File: src/rtl/cache_line_refill.sv
// Miss handler for a 2-way set-associative cache: writes back a dirty victim
// line word by word, then refills the chosen way from memory in word order.
module cache_line_refill #(
  parameter int WORDS_PER_LINE = 8,
  parameter int INDEX_W        = 6,
  localparam int WB            = $clog2(WORDS_PER_LINE),
  localparam int TAG_W         = 32 - INDEX_W - WB - 2
) (
  input  logic             clk,
  input  logic             rst,
  input  logic             miss_req,
  input  logic [31:0]      miss_addr,
  input  logic             victim,
  input  logic             victim_valid,
  input  logic             victim_dirty,
  input  logic [TAG_W-1:0] victim_tag,
  output logic [WB-1:0]    cache_rd_word,
  input  logic [31:0]      cache_rdata,
  output logic             mem_req,
  output logic             mem_we,
  output logic [31:0]      mem_addr,
  output logic [31:0]      mem_wdata,
  input  logic [31:0]      mem_rdata,
  input  logic             mem_ack,
  output logic             fill_we,
  output logic             fill_way,
  output logic [WB-1:0]    fill_word,
  output logic [31:0]      fill_data,
  output logic             fill_last,
  output logic             busy,
  output logic             done
);

  localparam int LINE_W = TAG_W + INDEX_W;

  typedef enum logic [2:0] {
    IDLE, WB_LOAD, WB_REQ, FILL_REQ, FILL_WR, DONE
  } state_t;

  state_t              state;
  logic [WB-1:0]       cnt;
  logic [LINE_W-1:0]   line_q;
  logic [TAG_W-1:0]    vtag_q;
  logic                way_q;
  logic [31:0]         wdata_q;
  logic [31:0]         fill_data_q;
  logic                last;

  // Byte/word offset of the miss address is regenerated from cnt.
  logic unused_addr_bits;
  assign unused_addr_bits = ^miss_addr[WB+1:0];

  assign last = (cnt == WB'(WORDS_PER_LINE - 1));

  always_ff @(posedge clk) begin
    if (rst) begin
      state       <= IDLE;
      cnt         <= '0;
      line_q      <= '0;
      vtag_q      <= '0;
      way_q       <= 1'b0;
      wdata_q     <= '0;
      fill_data_q <= '0;
    end else begin
      case (state)
        IDLE: if (miss_req) begin
          line_q <= miss_addr[31:WB+2];
          way_q  <= victim;
          vtag_q <= victim_tag;
          cnt    <= '0;
          state  <= (victim_valid && victim_dirty) ? WB_LOAD : FILL_REQ;
        end
        WB_LOAD: begin
          wdata_q <= cache_rdata;
          state   <= WB_REQ;
        end
        WB_REQ: if (mem_ack) begin
          if (last) begin
            cnt   <= '0;
            state <= FILL_REQ;
          end else begin
            cnt   <= cnt + 1'b1;
            state <= WB_LOAD;
          end
        end
        FILL_REQ: if (mem_ack) begin
          fill_data_q <= mem_rdata;
          state       <= FILL_WR;
        end
        FILL_WR: begin
          if (last) state <= DONE;
          else begin
            cnt   <= cnt + 1'b1;
            state <= FILL_REQ;
          end
        end
        DONE:    state <= IDLE;
        default: state <= IDLE;
      endcase
    end
  end

  // Outputs decode only registered state, so they hold steady across memory waits.
  always_comb begin
    cache_rd_word = '0;
    mem_req       = 1'b0;
    mem_we        = 1'b0;
    mem_addr      = '0;
    mem_wdata     = '0;
    fill_we       = 1'b0;
    fill_way      = 1'b0;
    fill_word     = '0;
    fill_data     = '0;
    fill_last     = 1'b0;
    case (state)
      WB_LOAD: cache_rd_word = cnt;
      WB_REQ: begin
        mem_req   = 1'b1;
        mem_we    = 1'b1;
        mem_addr  = {vtag_q, line_q[INDEX_W-1:0], cnt, 2'b00};
        mem_wdata = wdata_q;
      end
      FILL_REQ: begin
        mem_req  = 1'b1;
        mem_addr = {line_q, cnt, 2'b00};
      end
      FILL_WR: begin
        fill_we   = 1'b1;
        fill_way  = way_q;
        fill_word = cnt;
        fill_data = fill_data_q;
        fill_last = last;
      end
      default: ;
    endcase
  end

  assign busy = (state != IDLE);
  assign done = (state == DONE);

endmodule

File: config.mk
export PLATFORM = sky130hd
export DESIGN_NAME = cache_line_refill
export DESIGN_NICKNAME = d
export VERILOG_FILES = /design/src/rtl/cache_line_refill.sv
export SDC_FILE = /design/constraint.sdc
export NUM_CORES = 1
export LEC_CHECK = 0
export BUFFER_PORTS_ARGS = -buffer_cell sky130_fd_sc_hd__buf_4
export CAP_MARGIN = 20
export CORE_MARGIN = 3
export CORE_UTILIZATION = 45
export DETAILED_ROUTE_END_ITERATION = 7
export PLACE_DENSITY = 0.77
export SKIP_LAST_GASP = 1
export SYNTH_ARGS = -nofsm -noshare
export SYNTH_HDL_FRONTEND = slang
export SYNTH_SLANG_ARGS = --single-unit
export TNS_END_PERCENT = 50
File: constraint.sdc
create_clock -name clk -period 2.54 [get_ports clk]
set_input_delay 0.381 -clock clk [delete_from_list [all_inputs] [get_ports clk]]
set_output_delay 0.381 -clock clk [all_outputs]
set_load 0.005 [all_outputs]
Word-level counts from Yosys, hierarchy flattened
Cells that the tools add are included.
{"block": "op_classes", "reduce_logical": 9, "mux": 22, "add_sub_neg": 1, "eq_ne": 10}
{"op": "$mux W32", "n": 2}
{"op": "$pmux W32 S2", "n": 1}
{"op": "$mux W3", "n": 10}
{"op": "$pmux W3 S5", "n": 1}
{"op": "$eq A3 B3 Y1 const B", "n": 3}
{"op": "$pmux W3 S3", "n": 1}
{"op": "$ne A2 B2 Y1 const B", "n": 4}
{"op": "$eq A3 B2 Y1 const B", "n": 2}
{"op": "$reduce_bool A3 Y1", "n": 2}
{"op": "$mux W1", "n": 5}
{"op": "$mux W2", "n": 2}
{"op": "$reduce_and A2 Y1", "n": 2}
{"op": "$reduce_and A4 Y1", "n": 1}
{"op": "$add A3 B1 Y3 const B", "n": 1}
{"op": "$eq A3 B1 Y1 const B", "n": 1}
{"op": "$logic_not A3 Y1", "n": 1}
{"op": "$reduce_and A3 Y1", "n": 1}
{"op": "$reduce_or A2 Y1", "n": 1}
{"op": "$logic_and A1 B1 Y1", "n": 1}
{"block": "word_totals", "elab_cells": 49, "reg_bits": 119, "out_inout_bits": 109}

Depth between registers and ports, before layout
{"block": "depth", "ltp_word": 4, "ltp_mapped": 7, "mapped_depth_nobuf": 5}

Least setup slack after synthesis
Ideal clock, no wire load.
{"block": "synth_timing", "kind": "register to output", "startpoint": "register state[2]", "endpoint": "output fill_data[10]", "path_slack_ns": 0.828, "arrival_ns": 1.331, "stages_incl_launch_ff": 6, "path_cell_list": "dfxtp_1 -> buf_2 -> nor3b_1 -> clkbuf_1 -> clkbuf_1 -> and2_1"}
{"block": "synth_via", "elab_chain_len": 2}
{"element": "start: declaration", "line_no": "40", "text": "state_t state;"}
{"element": "start signal: assignment", "line_no": "71", "text": "state <= (victim_valid && victim_dirty) ? WB_LOAD : FILL_REQ;"}
{"element": "$eq A3 B3 Y1", "line_no": "115", "text": "case (state)"}
{"element": "$mux W32", "line_no": "115"}
{"element": "end: declaration", "line_no": "28", "text": "output logic [31:0] fill_data,"}
Every way passes these cells.

Worst setup path in the final report
{"block": "layout_timing", "startpoint": "register state[1]", "endpoint": "output mem_addr[6]"}
{"block": "layout_via", "elab_chain_len": 2, "word_cells_on_any_way": 3}
{"element": "$eq A3 B2 Y1", "line_no": "115"}
{"element": "$pmux W32 S2 (*)", "line_no": "115"}
{"element": "end: declaration", "line_no": "21", "text": "output logic [31:0] mem_addr,"}
Mark *: on every way between the ends. The rest lies on a longest branch, timed or not.

==> flow_summary.toml <==
[yosys]
synth_top_cell_area_share_pct = 45.1
synth_most_common_cell = "nand2_1"
netlist_instances = 686
synthTopCellsByArea = "dfxtp_1, nand2_1, a21oi_1"
synth_area_um2 = 5290
synth_area_per_cell_um2 = 7.71
synth_flop_cell = "dfxtp_1"
yosysUniqueCellTypes = 37
yosys_warnings = 0
ys_seq_elements = 119
synth_edf_count = 0
synth_area_leader_cell = "dfxtp_1"
async_reset_ff_share_pct = 0
ys_seq_area_share_pct = 45.1
synth.top_cells.by_count = "nand2_1, dfxtp_1, a21oi_1, and2_1, clkbuf_1"

[final_layout]
fin_nets = 1013
antennaDiodeCount = 0
area_growth_pct = 44.6
final_cells = 1039
nFillCells = 939
final_util_pct = 68.4
drive_gt1_share_pct = 32.9

[power]
p_leak_nw = 3.31
pwr-share-comb_pct = 17.4
pwr_density_cell_nw_per_um2 = 728
switching_power_w = 0.00145
power_frac_clock_pct = 44.3
pwr-share-seq_pct = 38.3
vdd_drop_max_mv = 0.508
netSwitchingFraction_pct = 26.0
p_int_w = 0.00412

[clock_network]
cts_resized = 0
cts_made_buffers = 17
cts_root_buffer = "clkbuf_16"
postCtsHoldBufs = 0
clock-sinks = 119
cts_setup_buffers = 0
clkLatencyLatePin_ns = 0.40
tritoncts = "done"
cts_buffer_depth = 2
clkSlewWorstSetupHoldPaths_ns = 0.05
htree_levels = 4

[sta]
setup_tns_ns = 0
hold_viol = 0
setup_viol = 0
timing.final.ws_setup_ns = 0.232
skew_ns = 0.00475
slew_violations = 0
max-slew-margin-rel_pct = 56.4
fin_crit_ns = 2.31
rsz0062_at_grt = "no"
worst_pin_slew_ns = 0.654
max_freq_mhz = 433
holdWs_ns = 0.224
post-route-period-util_pct = 90.9

[worst_setup_path]
crit_required_ns = 2.16
cp-start-kind = "flip-flop"
worst_ep_arrival_time_ns = 1.93
critPathMaxFanout = 11
path_cells = "buf_4 > nand2b_1 > inv_1 > and2_1 > buf_4"
cpMostUsedCell = "buf_4"
critPathMaxStageDelay_ns = 0.55
critPathSlowestCell = "dfxtp_1"
path_class = "reg2out"
crit_start = "state[1]"
cp-end-kind = "primary output"
r2r_start = "state[1]"

[hold_path]
min_path_type = "in2reg"
hold_start = "cache_rdata[7]"

[grt]
first_global_vias = 5090
grt_antenna_before_repair = 0
met3_usage_pct = 6.40
overflow = 0
grt_first_pass_wirelength_um = 23500
grt_use_met1_pct = 24.7
top_usage_layer = "met2"
grt_util_met2_pct = 39.9
grt_max_degree = 55
track_usage_pct = 22.5

[placed_design]
dpl.hpwl_um = 10600
place.gp.congestion = 0.819
pre_cts_ws_ns = 0.604
io_buffers = 225
dp.cells = 1007

[run]
max_cap_viol_count = 0

[drt]
wl_per_cell_um = 14.4
wl_um = 15000
drtIter0Drc = 331
ant_nets = 0
num_vias = 5171
first_pass_iters = 4
vias_per_cell = 4.98
drc_errors = 0

[die]
core_area_um2 = 11200
rows = 38
die-area_um2 = 13100
ios = 233
die_w_um = 114
initial_core_util_pct = 47.3
die_h_um = 114

[status]
outcome = "completed"
metrics by stage:
step                      power, W  cell area (um^2)
after global placement     0.00310              7020
after detailed placement   0.00314              7020
after CTS                  0.00562              7640
final                      0.00557              7640
after floorplan            0.00276              5290
after global routing       0.00582              7640
area by class of cell:
class / instances / area (um^2) / share of cell area, %
multi-input combinational: 507 / 2640 / 34.6
inverter: 3 / 11.3 / 0.147
timing repair buffer: 238 / 1810 / 23.7
clock inverter: 8 / 118 / 1.54
clock buffer: 24 / 502 / 6.56
sequential: 119 / 2380 / 31.2
tap: 140 / 175 / 2.29
flip-flops by register name, summed over array words and instances, names as in the netlist:
name and cells:
fill_data_q 32, wdata_q 32, line_q 27, vtag_q 21
cnt 3, state 3, way_q 1
path summary, 6_finish.rpt:
check,to,cells after the start,slack (ns)
worst max-delay path,mem_addr[6],5,0.23
worst min register to register,wdata_q[26],2,0.45
worst min-delay path,wdata_q[7],3,0.22
worst max register to register,vtag_q[16],5,0.57
cells in the final DEF, fill, tap and decap left out, types with 5 or more instances in the layout:
cell type / instances
a21oi_1: 104
a21oi_2: 10
and2_1: 81
buf_4: 236
clkbuf_16: 17
clkbuf_8: 5
dfxtp_1: 118
mux2i_1: 24
nand2_1: 220
nand2_2: 10
nor2_1: 22
worst max-delay path: cells and delay by family, from the launching register on:
| family | cells | cell delay, ns |
|---|---|---|
| buf+inv | 3 | 0.67 |
| flops | 1 | 0.55 |
| simple gates | 2 | 0.29 |
cells by family after synthesis:
| family | after synthesis | synth area share [%] |
|---|---|---|
| and+or+nand+nor | 350 | 30.7 |
| buffers and inverters | 61 | 5.49 |
| AOI/OAI and AO/OA | 126 | 13.1 |
| adders and majority gates | 3 | 0.710 |
| muxes | 25 | 4.76 |
| other | 1 | 0.0709 |
| xor gates and xnor gates | 1 | 0.166 |
| DFF | 119 | 45.1 |
metal layers:
metal | wire, um | vias up | share of wire, %
li1 | - | 2598 | -
met4 | 388 | 0 | 2.6
met2 | 7730 | 179 | 52
met5 | 0 | - | 0
met3 | 1050 | 28 | 7.0
met1 | 5810 | 2366 | 39
power groups by stage:
stage,Combinational [W],Clock [W],Sequential [W]
2_1_floorplan,0.000644,0,0.00212
4_1_cts,0.000977,0.00251,0.00213
6_report,0.000968,0.00247,0.00213
3_3_place_gp,0.000943,0,0.00216
5_1_grt,0.00107,0.00260,0.00215
3_5_place_dp,0.000972,0,0.00217
Note: power is estimated with default switching activity, not from simulation.
